File: config.mk
export PLATFORM = sky130hd
export DESIGN_NAME = slot_allocator
export DESIGN_NICKNAME = d
export VERILOG_FILES = /design/src/rtl/slot_allocator.sv
export SDC_FILE = /design/constraint.sdc
export NUM_CORES = 1
export LEC_CHECK = 0
export ABC_AREA = 1
export BUFFER_PORTS_ARGS = -buffer_cell sky130_fd_sc_hd__buf_4
export CAP_MARGIN = 20
export CORE_MARGIN = 2
export CORE_UTILIZATION = 43
export DETAILED_ROUTE_END_ITERATION = 6
export PLACE_DENSITY = 0.65
export SLEW_MARGIN = 15
export SYNTH_ARGS = -nofsm -noshare
export SYNTH_HDL_FRONTEND = slang
export SYNTH_SLANG_ARGS = --single-unit
File: constraint.sdc
create_clock -name clk -period 3.4 [get_ports clk]
set_clock_uncertainty 0.2 [all_clocks]
set_input_delay 0.17 -clock clk [delete_from_list [all_inputs] [get_ports clk]]
set_output_delay 0.17 -clock clk [all_outputs]
set_load 0.03 [all_outputs]
File: src/rtl/slot_allocator.sv
`default_nettype none
// ============================================================================
// Module   : slot_allocator
// Purpose  : 32-entry occupancy tracker granting the lowest free slot index
//            and accepting slot releases, one request of each per cycle.
// Revision : 1.0 - initial release
// ============================================================================
module slot_allocator #(
    parameter int NUM_SLOTS = 32
) (
    input  logic       clk,
    input  logic       rst_n,
    input  logic       alloc_req,
    input  logic       free_valid,
    input  logic [5:0] free_id,
    output logic       alloc_gnt,
    output logic       alloc_fail,
    output logic [5:0] alloc_id,
    output logic       free_err,
    output logic [31:0] occupancy,
    output logic [5:0] free_count,
    output logic       full,
    output logic       empty
);

    localparam logic [5:0]  c_none       = 6'(NUM_SLOTS);
    localparam logic [31:0] c_valid_mask = (NUM_SLOTS >= 32) ? 32'hFFFF_FFFF
                                         : ((32'd1 << NUM_SLOTS) - 32'd1);

    logic [31:0] r_occ;
    logic [5:0]  r_free_count;
    logic        r_full;
    logic        r_empty;
    logic        r_alloc_gnt;
    logic        r_alloc_fail;
    logic [5:0]  r_alloc_id;
    logic        r_free_err;

    logic [31:0] w_search_word;
    logic [5:0]  w_search;
    logic        w_gnt;
    logic        w_fail;
    logic        w_free_hit;
    logic        w_free_err;
    logic [31:0] w_occ_nxt;
    logic [5:0]  w_count_nxt;

    // Slots beyond NUM_SLOTS read as occupied so they are never granted.
    assign w_search_word = r_occ | ~c_valid_mask;

    always_comb begin
        w_search = c_none;
        for (int i = 31; i >= 0; i--) begin
            if (!w_search_word[i]) begin
                w_search = 6'(i);
            end
        end
    end

    assign w_gnt      = alloc_req && (w_search != c_none);
    assign w_fail     = alloc_req && (w_search == c_none);
    assign w_free_hit = free_valid && (free_id < c_none) && r_occ[free_id[4:0]];
    assign w_free_err = free_valid && !w_free_hit;

    // A successful release always targets a set bit and a grant a clear one,
    // so the two updates never touch the same slot.
    always_comb begin
        w_occ_nxt = r_occ;
        if (w_free_hit) begin
            w_occ_nxt[free_id[4:0]] = 1'b0;
        end
        if (w_gnt) begin
            w_occ_nxt[w_search[4:0]] = 1'b1;
        end
    end

    assign w_count_nxt = r_free_count + {5'd0, w_free_hit} - {5'd0, w_gnt};

    always_ff @(posedge clk) begin
        if (!rst_n) begin
            r_occ        <= 32'd0;
            r_free_count <= c_none;
            r_full       <= (c_none == 6'd0);
            r_empty      <= 1'b1;
            r_alloc_gnt  <= 1'b0;
            r_alloc_fail <= 1'b0;
            r_alloc_id   <= 6'd0;
            r_free_err   <= 1'b0;
        end else begin
            r_occ        <= w_occ_nxt;
            r_free_count <= w_count_nxt;
            r_full       <= (w_count_nxt == 6'd0);
            r_empty      <= (w_count_nxt == c_none);
            r_alloc_gnt  <= w_gnt;
            r_alloc_fail <= w_fail;
            r_free_err   <= w_free_err;
            if (alloc_req) begin
                r_alloc_id <= w_search;
            end
        end
    end

    assign occupancy  = r_occ;
    assign free_count = r_free_count;
    assign full       = r_full;
    assign empty      = r_empty;
    assign alloc_gnt  = r_alloc_gnt;
    assign alloc_fail = r_alloc_fail;
    assign alloc_id   = r_alloc_id;
    assign free_err   = r_free_err;

endmodule
`default_nettype wire
* After elaboration in Yosys (flattened, before gate mapping) *
Index checks and enable logic that the tools add are counted.

cells by class
  add/sub/neg operators = 2
  magnitude comparators = 5
  bitwise operators = 3
  reduce and logical (&&, ||, !) cells = 9
  muxes and demuxes = 40
  equality and inequality tests = 3

operators with widths
  cell                  count
  $mux W6               32
  $mux W32              2
  $and A32 B32 Y32      1
  $not A32 Y32          1
  $or A32 B32 Y32       1
  $eq A6 B6 Y1 const B  2
  $lt A5 B6 Y1 const B  2
  $demux W1 S5          2
  $ge A5 B1 Y1 const B  2
  $logic_and A1 B1 Y1   7
  $add A6 B1 Y6         1
  $logic_not A6 Y1      1
  $lt A6 B6 Y1 const B  1
  $ne A6 B6 Y1 const B  1
  $sub A6 B1 Y6         1
  $bmux W1 S5           1
  $mux W1               3
  $logic_not A1 Y1      1

word-level totals
  input port bits = 10
  logic and storage cells = 70
  register bits = 49
  output and inout bits = 49

* Logic depth before layout (Yosys ltp) *
Gate-level depths: netlist (run 1).

  depth after elaboration = 38
  gate-level depth with buffers = 34
  gate-level depth less buffers = 34

* Worst setup path after synthesis (run 1) *
OpenSTA, ideal clock, no wires.

  path type = flip-flop to flip-flop
  start = register r_occ[1], in the netlist occupancy[1]
  end = register r_empty, in the netlist empty
  setup time = 74 ps
  arrival time = 2976 ps
  path slack = 150 ps
  buffers on the path = 0
  period minus slack after synthesis = 3250 ps
  stages on the path, launching flop included = 17
  cells stage by stage = dfxtp_1 inv_1 nor3_1 nand2_1 nor2_1 nand4_1 nand2_1 inv_1 ha_1 inv_1 ha_1 fa_1 nand3_1 nand2_1 xor2_1 nand3_1 o21ai_0

between the ends
  word-level cells in the longest chain between the ends = 6
  elaborated cells between the ends (all ways) = 10
  classes of those cells = 2 x add/sub; 2 x eq/ne; 4 x mux; 2 x reduce/logical

ends and longest elaborated chain
  element                 line  source
  from (decl)             30    logic [31:0] r_occ;
  from (signal assigned)  90    r_occ <= w_occ_nxt;
  $mux W6 (2 in a row)    54    if (!w_search_word[i]) begin
  $ne A6 B6 Y1            60    assign w_gnt = alloc_req && (w_search != c_none);
  $logic_and A1 B1 Y1     60
  named net w_gnt         41    logic w_gnt;
  $sub A6 B1 Y6           77    assign w_count_nxt = r_free_count + {5'd0, w_free_hit} - {5'd0, w_gnt};
  $eq A6 B6 Y1            93    r_empty <= (w_count_nxt == c_none);
  to (signal assigned)    93
  to (decl)               33    logic r_empty;

The timed path passes the listed nets, and every way through them passes these cells. The select of a mux whose other input is x is not followed.
A chain may end at the register's enable or synchronous reset.

* Worst setup path after layout (run 1) *
  start = register r_occ[31], in the netlist occupancy[31]
  end = register r_empty, in the netlist empty

between the ends
  word-level cells in the longest chain between the ends = 36
  elaborated cells between the ends (all ways) = 40
  classes of those cells = 2 x add/sub; 2 x eq/ne; 34 x mux; 2 x reduce/logical

ends and longest elaborated chain
  element                line
  $mux W6 (32 in a row)  54
  $ne A6 B6 Y1           60
  $logic_and A1 B1 Y1    60
  named net w_gnt        41
  $sub A6 B1 Y6          77
  $eq A6 B6 Y1           93

The timed path passes the listed nets, and every way through them passes these cells. The select of a mux whose other input is x is not followed.

==> metrics.cfg, run 1 <==
[yosys]
synthTopCellsByArea=dfxtp_1 34%, nand3_1 14%, nand2_1 9.1%
synthesis.nets=431
synth_seq_area_share_pct=34.09
syn_avg_cell_area_sq_um=6.951
ys_warn_count=0
synth_common_cells=80 x nand3_1, 70 x nand2_1, 49 x dfxtp_1
synth-edff-count=0
synth_most_common_cell=nand3_1
async_flop_share_pct=0
synthesis.area_sq_um=2878
syn_inst=414
synthFlopType=dfxtp_1
synth_top_area_share_pct=34.09
yosys_register_bits=49
synth.distinct_cells=32
synth_top_area_cell=dfxtp_1

[finish]
n_antenna_cell=0
area_delta_synth_final_pct=29.35
fin_nets=511
layout-drive-gt1-share_pct=22.87
fill_cells=624

[pwr]
p_comb_share_pct=31.2
cellPowerDensity_nw_per_um2=387.5
p_int_w=0.0009359
power_switching_w=0.0005064
clkPwrFrac_pct=25.0
peakVddDrop_uv=409.8
cellLeakagePower_nw=1.591
p_seq_share_pct=43.8
p_sw_share_pct=35.11
total_power_w=0.001442

[clock_network]
clock_latency_ps=300
cts_sinks=49
cts-root-buf=clkbuf_8
htreeDepth=2
path_clk_slew_ps=90
cts_buffer_depth=2
cts_tree=yes
numCtsBuffers=5

[critical_path]
cp_slowest_stage_delay_ps=410
path_max_fanout=5
startpoint_type=flop
crit_path_end_kind=flop
cp.arrival_ps=3180
path_class=flop to flop
cpMostUsedCell=inv_1
worstPathRequired_ps=3440
crit_slowest_cell=dfxtp_1
ff2ff_setup_slack_ps=260
worstPathCellList=nand2_1 > nor3_1 > inv_1 > nor2_1 > nand4_1 > nand2_2 > inv_1 > ha_1 > inv_1 > ha_1 > fa_1 > nand3_1 > nand2_1 > xor2_1 > nand3_1 > o21ai_0

[sta]
relSlewSlack_pct=48.43
rsz0062_at_grt=false
worst_slew_pin_slew_ps=772.6
finalHoldViolCount=0
finalCritPeriodShare_pct=92.33
post-route-min-period_ps=3139
fmax_mhz=318.5
setup_viol=0
tns_ps=0
maxSlewViolCount=0

[worst_hold_path]
hold_path.class=primary input to flop

[run]
drv_cap=0

[routing]
vias_per_cell=5.725
wl_mm=9.086
routedWlPerCell_um=15.91
drtIter0Drc=359
num_vias=3269
ant_nets=0
drc=4
firstDrtPassIters=7

[die]
coreArea_sq_um=6422
ios=59
std_cell_rows=29
die_x_um=85.81
initial_utilization_pct=44.81
die_area_sq_um=7363
fp.dieH_um=85.81

[grt]
antenna_found_initial=0
grt_max_degree=46
track_usage_pct=24.98
grt_pass1_wl_mm=14.71
grt_pass1_vias=2931
grt_overflow=0

[placed_design]
hpwl_mm=6.309
gp_congestion=0.8466
numPortBuffers=58

[run_status]
status=finished, violations left
violations=design-rule violations

==> flip-flops by register name, indices dropped and copies added (netlist names) <==
name	flops
occupancy	32
alloc_id	6
free_count	6
alloc_fail	1
alloc_gnt	1
empty	1
free_err	1
full	1
==> worst max-delay path: cells and delay by family, from the launching register on <==
kind,cells,cell delay [ps]
buf+inv,3,220
fa+ha+maj,3,870
simple gates,8,1040
flops,1,410
xor+xnor,1,170
compound gates,1,160
==> power groups by stage <==
stage                     Sequential [W]  Combinational [W]  Clock (W)
final                           0.000631           0.000450   0.000361
after global routing            0.000636           0.000497   0.000395
after CTS                       0.000632           0.000445   0.000368
after detailed placement        0.000645           0.000440          0
after global placement          0.000644           0.000436          0
after floorplan                 0.000712           0.000234          0
==> stage by stage <==
stage               setup WS [ps]  instances  utilization [%]  hold slack [ps]  area, sq um
finish                      260.6        571            57.96            80.97         3722
global route                13.73        571            57.96            104.5         3722
CTS                         163.9        564            56.91            81.96         3655
detailed placement          22.81        555            55.19            220.6         3545
global placement            26.68        555            55.19            224.3         3545
floorplan                   149.5        414                -            89.17         2878
==> cells in the final DEF (no fill, tap or decap), drive strengths merged, types with 4 or more instances in the layout <==
master	n
a21oi	8
a22oi	14
buf	90
clkbuf	6
dfxtp	49
ha	6
inv	41
nand2	75
nand3	81
nand4	28
nor2	32
nor3	11
o21ai	24
o21bai	8
xor2	4
==> final cells by class <==
cell class | instances | area [sq um] | area share [%]
timing repair buffer | 92 | 718.2 | 19.29
inverter | 42 | 161.4 | 4.336
clock inverter | 1 | 7.507 | 0.2017
sequential | 49 | 987.2 | 26.52
clock buffer | 6 | 82.58 | 2.218
tap | 77 | 96.34 | 2.588
multi-input combinational | 304 | 1669 | 44.84
==> what timing repair did <==
action / in CTS / in global routing
gates resized for setup: 0 / 8
hold buffers: 2 / 0
hold endpoints to repair: 7 / 0
endpoints found under the setup margin: 0 / 3
setup buffers: 0 / 7
==> path summary, 6_finish.rpt <==
kind | from | end | cells past startpoint
min | rst_n | empty$_SDFF_PN1_ | 2
max reg2reg | occupancy[31]$_SDFF_PN0_ | empty$_SDFF_PN1_ | 16
min reg2reg | occupancy[14]$_SDFF_PN0_ | occupancy[14]$_SDFF_PN0_ | 2
max | occupancy[31]$_SDFF_PN0_ | empty$_SDFF_PN1_ | 16
==> per-layer routing <==
| layer | vias up | GRT usage [%] | share of wire [%] |
|---|---|---|---|
| li1 | 1599 | - | - |
| met1 | 1490 | 35.73 | 44 |
| met2 | 162 | 38.92 | 46 |
| met3 | 18 | 4.042 | 7.8 |
| met4 | 0 | 7.071 | 1.7 |
| met5 | - | 0 | 0 |
==> cell families (layout without fill, tap and decap cells) <==
kind of cell | after synthesis | after routing | share of synthesized area (%)
AOI/OAI and AO/OA | 64 | 64 | 14.17
xor gates and xnor gates | 5 | 5 | 1.522
adders and majority gates | 7 | 7 | 3.304
buffers and inverters | 61 | 141 | 8.174
DFF | 49 | 49 | 34.09
and+or+nand+nor | 228 | 228 | 38.74
(Power assumes the default switching activity.)
==> run 2: changes to the inputs <==
CORE_UTILIZATION = 40   (was 43)
PLACE_DENSITY = default   (was 0.65)
==> metrics.cfg, run 2 (synthesized netlist as in run 1, its figures left out) <==
[clock_network]
cts_sinks=49  ; unchanged
cts_buffer_depth=2  ; unchanged
cts_tree=yes
htreeDepth=2  ; unchanged
numCtsBuffers=5  ; unchanged
cts-root-buf=clkbuf_8
path_clk_slew_ps=100  ; about the same
clock_latency_ps=310  ; about the same

[finish]
stdcell_area_sq_um=3756  ; +0.91%
final_cells=589  ; +3.2%
layout_common_cells=87 x buf_4, 80 x nand3_1, 69 x nand2_1
layout-drive-gt1-share_pct=23.33  ; +0.45 points
largest_reg_flops=32  ; unchanged
fin_nets=509  ; -0.39%
final_common_cell=buf_4
n_antenna_cell=0  ; unchanged
area_delta_synth_final_pct=30.52

[sta]
tns_ps=0  ; unchanged
maxSlewViolCount=0  ; unchanged
fin_ws_ps=211.0  ; -49.66 ps
relSlewSlack_pct=48.00  ; -0.44 points
setup_viol=0  ; unchanged
post-route-min-period_ps=3189  ; +49.66 ps
finalCritPeriodShare_pct=93.79  ; +1.5 points
fmax_mhz=313.6  ; -1.6%
worst_slew_pin_slew_ps=779.2  ; +6.562 ps
finalHoldViolCount=0  ; unchanged

[critical_path]
worst_r2r_endpoint=empty$_SDFF_PN1_
crit_path_end_kind=flop
cp.arrival_ps=3240  ; +60 ps
startpoint_type=flop
worstPathRequired_ps=3450  ; about the same
path_max_fanout=4  ; -1
rr_startpoint=occupancy[11]$_SDFF_PN0_
ff2ff_setup_slack_ps=210  ; -50 ps
rr_worst_depth=16  ; unchanged
path_class=flop to flop

[worst_hold_path]
holdPathStages=2  ; unchanged
holdCritStartpoint=rst_n
hold_path.class=primary input to flop
min_to=empty$_SDFF_PN1_

[routing]
num_vias=3277  ; +0.24%
ant_nets=0  ; unchanged
firstDrtPassIters=6  ; -1
wl_mm=9.553  ; +5.1%
routedWlPerCell_um=16.22  ; +1.9%
wl_met1_mm=4.265  ; +6.3%
route.met2.wl_mm=4.325  ; +2.7%
vias_per_cell=5.564  ; -2.8%
highest_layer=met4
drtIter0Drc=258  ; -28%
wl_met3_um=800  ; +13%
drc=0  ; -4

[placed_design]
hpwl_mm=6.586  ; +4.4%
gp_congestion=0.9109  ; +7.6%
placed_cells=577  ; +4.0%
pre_cts_ws_ps=-18.90  ; -41.71 ps
postPlaceCellArea_sq_um=3578  ; +0.95%
numPortBuffers=58  ; unchanged

[die]
die_x_um=88.82  ; +3.5%
initial_utilization_pct=41.89  ; -2.9 points
coreArea_sq_um=6869  ; +7.0%
die_area_sq_um=7889  ; +7.2%
fp.dieH_um=88.82  ; +3.5%
ios=59  ; unchanged
std_cell_rows=30  ; +3.4%

[grt]
grt_pass1_vias=3033  ; +3.5%
antenna_found_initial=0  ; unchanged
track_usage_pct=24.67  ; -0.31 points
grt_max_degree=46  ; unchanged
grt_overflow=0  ; unchanged
grt_pass1_wl_mm=14.98  ; +1.8%

[pwr]
cellLeakagePower_nw=1.602  ; +0.65%
cellPowerDensity_nw_per_um2=406.9  ; +5.0%
total_power_w=0.001529  ; +6.0%
peakVddDrop_uv=332.3  ; -19%

[run_status]
status=complete, no violations

[run]
drv_cap=0  ; unchanged

-- run 2: changes by cell type in the layout (fill, tap and decap cells not counted), moves of 2 or more --
cell	before	now
nor2_1	31	28
nor2_2	0	3
clkinvlp_4	2	0
inv_6	0	2
-- run 2: metrics by stage --
stage | hold WS (ps) | utilization, %
5_1_grt | 101.3 | 54.68
2_1_floorplan | 89.17 | -
6_report | 75.08 | 54.68
3_5_place_dp | 221.8 | 52.09
4_1_cts | 61.33 | 54.08
3_3_place_gp | 221.2 | 52.09
-- run 2: worst max-delay path: stages (launching register included) --
cell and delay [ps]:
dfxtp_1 320, buf_4 140, a22oi_1 200, nand2_1 80, a22o_1 220, a221oi_1 240, nand2_1 120, nand3_1 130
ha_1 140, inv_1 40, ha_1 200, fa_1 420, nand3_1 100, nand2_1 60, xor2_1 200, nand3_1 140
o21ai_0 170
-- run 2: how the worst max path moves through the flow --
stage	cells past startpoint	endpoint	slack, ps	start
floorplan	16	empty$_SDFF_PN1_	150	occupancy[1]$_SDFF_PN0_
global placement	18	empty$_SDFF_PN1_	120	free_id[1]
detailed placement	18	empty$_SDFF_PN1_	-20	free_id[1]
CTS	16	empty$_SDFF_PN1_	60	occupancy[12]$_SDFF_PN0_
global route	16	empty$_SDFF_PN1_	-4	occupancy[5]$_SDFF_PN0_
finish	16	empty$_SDFF_PN1_	210	occupancy[11]$_SDFF_PN0_
-- run 2: routing by layer --
metal / track usage (%) / up-vias
li1: - / 1599
met5: 0 / -
met1: 33.56 / 1498
met3: 5.597 / 16
met4: 8.402 / 0
met2: 38.53 / 164
-- run 2: cell type report --
type	instances	area (sq um)
Fill cell	707	3113
Multi-Input combinational cell	304	1682
Sequential cell	49	987.2
Timing Repair Buffer	90	693.2
Inverter	42	157.7
Tap cell	96	120.1
Clock buffer	5	68.82
Clock inverter	3	47.55
-- run 2: timing repair --
action,4_1_cts,5_1_grt
setup buffers,0,2
gates resized for setup,0,11
endpoints found under the setup margin,0,3
hold endpoints to repair,7,0
hold buffers,2,0
-- run 2: power breakdown --
part / leakage (nW) / internal (W) / switching (W) / total [W]
Clock: 0.0591 / 0.000225 / 0.000222 / 0.000447
Combinational: 1.14 / 0.000161 / 0.000288 / 0.000450
Sequential: 0.401 / 0.000609 / 0.0000226 / 0.000632
==> run 3: changes to the inputs <==
CORE_UTILIZATION = 51   (was 40)
PLACE_DENSITY = 0.75   (was default)
SETUP_SLACK_MARGIN = 0.3   (was default)
==> metrics.cfg, run 3 (synthesized netlist as in run 1, its figures left out) <==
[routing]
ant_nets=0  ; unchanged
routedWlPerCell_um=17.19  ; +6.0%
num_vias=3497  ; +6.7%
firstDrtPassIters=6  ; unchanged
vias_per_cell=6.040  ; +8.6%
drtIter0Drc=493  ; +91%
wl_mm=9.955  ; +4.2%
drc=0  ; unchanged

[finish]
layout_common_cells=94 x buf_4, 79 x nand3_1, 66 x nand2_1
final_common_cell=buf_4
layout-drive-gt1-share_pct=32.94  ; +9.6 points
n_antenna_cell=0  ; unchanged
fin_nets=523  ; +2.8%
largest_reg_flops=32  ; unchanged
area_delta_synth_final_pct=39.13

[sta]
post-route-min-period_ps=2958  ; -230.6 ps
relSlewSlack_pct=49.37  ; +1.4 points
setup_viol=0  ; unchanged
finalCritPeriodShare_pct=87.01  ; -6.8 points
fmax_mhz=338.0  ; +7.8%
worst_slew_pin_slew_ps=758.6  ; -20.58 ps
tns_ps=0  ; unchanged
finalHoldViolCount=0  ; unchanged
maxSlewViolCount=0  ; unchanged
rsz0062_at_grt=true

[placed_design]
hpwl_mm=6.583  ; about the same
gp_congestion=0.9614  ; +5.5%
numPortBuffers=58  ; unchanged

[clock_network]
cts-root-buf=clkbuf_8
numCtsBuffers=5  ; unchanged
htreeDepth=2  ; unchanged
clock_latency_ps=300  ; about the same
cts_sinks=49  ; unchanged
cts_tree=yes
path_clk_slew_ps=90  ; about the same
cts_buffer_depth=2  ; unchanged

[die]
die_x_um=79.12  ; -11%
fp.dieH_um=79.12  ; -11%
initial_utilization_pct=52.58  ; +11 points
std_cell_rows=27  ; -10%
ios=59  ; unchanged
die_area_sq_um=6259  ; -21%
coreArea_sq_um=5473  ; -20%

[run_status]
status=complete, no violations

[worst_hold_path]
hold_path.class=primary input to flop

[grt]
grt_pass1_vias=3102  ; +2.3%
track_usage_pct=30.94  ; +6.3 points
met2_usage_pct=48.64  ; +10 points
top_usage_layer=met2
grt_pass1_wl_mm=15.30  ; +2.1%
grt_max_degree=46  ; unchanged
grt_overflow=0  ; unchanged
use_met3_pct=5.114  ; -0.48 points
met1_usage_pct=42.06  ; +8.5 points
antenna_found_initial=0  ; unchanged

[pwr]
peakVddDrop_uv=456.1  ; +37%
cellPowerDensity_nw_per_um2=365.0  ; -10%
cellLeakagePower_nw=1.709  ; +6.7%
total_power_w=0.001461  ; -4.4%

[critical_path]
cp.arrival_ps=2990  ; -250 ps
path_max_fanout=4  ; unchanged
startpoint_type=flop
path_class=flop to flop
worstPathRequired_ps=3430  ; -20 ps
crit_path_end_kind=flop

[run]
drv_cap=0  ; unchanged

[run 3: cell count changes in the layout (fill, tap and decap cells not counted), sizes merged]
| cell | before | now |
|---|---|---|
| inv | 44 | 40 |
| bufinv | 1 | 0 |
| clkinv | 0 | 2 |
| nand2 | 75 | 77 |
| clkbuf | 5 | 6 |
| buf | 88 | 100 |
| clkinvlp | 0 | 2 |
[run 3: path summary, 6_finish.rpt]
path | to | slack [ps] | cells past startpoint | start
max reg2reg | empty$_SDFF_PN1_ | 440 | 16 | occupancy[3]$_SDFF_PN0_
min | empty$_SDFF_PN1_ | 100 | 2 | rst_n
max | empty$_SDFF_PN1_ | 440 | 16 | occupancy[3]$_SDFF_PN0_
min reg2reg | occupancy[14]$_SDFF_PN0_ | 310 | 2 | occupancy[14]$_SDFF_PN0_
[run 3: metal layers]
| metal | wire, um | share of wire, % |
|---|---|---|
| met5 | 0 | 0 |
| met4 | 300 | 3.0 |
| met3 | 994 | 10 |
| met2 | 4610 | 46 |
| met1 | 4050 | 41 |
[run 3: cell type report]
| type | instances | area [sq um] |
|---|---|---|
| Clock buffer | 6 | 72.57 |
| Fill cell | 463 | 1469 |
| Timing Repair Buffer | 102 | 830.8 |
| Sequential cell | 49 | 1032 |
| Multi-Input combinational cell | 306 | 1803 |
| Tap cell | 72 | 90.09 |
| Clock inverter | 2 | 10.01 |
| Inverter | 42 | 165.2 |
[run 3: report_power, final]
group	switching (W)	internal (W)	total (W)
clock	0.000192	0.000143	0.000335
combinational	0.000306	0.000191	0.000497
sequential	0.0000263	0.000603	0.000629
total	0.000524	0.000937	0.00146
[run 3: repair_timing]
| action | 4_1_cts | 5_1_grt |
|---|---|---|
| hold endpoints to repair | 7 | 0 |
| pin swaps | 1 | 25 |
| gates cloned | 0 | 2 |
| hold buffers | 2 | 0 |
| buffers inserted | 2 | 18 |
| resized for setup | 9 | 51 |
| setup endpoints to repair | 4 | 21 |
[run 3: through the flow]
| step | area (sq um) | setup WS, ps | hold WS (ps) | instances | utilization, % |
|---|---|---|---|---|---|
| 6_report | 4004 | 441.6 | 98.67 | 579 | 73.16 |
| 5_1_grt | 4004 | 209.8 | 105.3 | 579 | 73.16 |
| 4_1_cts | 3660 | 301.3 | 81.41 | 559 | 66.87 |
| 3_5_place_dp | 3520 | 76.99 | 219.9 | 547 | 64.31 |
| 3_3_place_gp | 3520 | 178.1 | 219.1 | 547 | 64.31 |
| 2_1_floorplan | 2882 | 325.1 | 89.17 | 414 | - |
[run 3: critical path, cell delays in order, from the launching register on]
cell and delay [ps]:
dfxtp_4 390, nand2_2 90, nor3_4 190, nand2_1 100, nor2_2 120, nand4_1 160
nand2_2 110, inv_1 80, ha_4 260, inv_1 30, ha_2 170, fa_2 350
nand3_1 90, nand2_1 60, xor2_1 190, nand3_1 120, o21ai_0 160
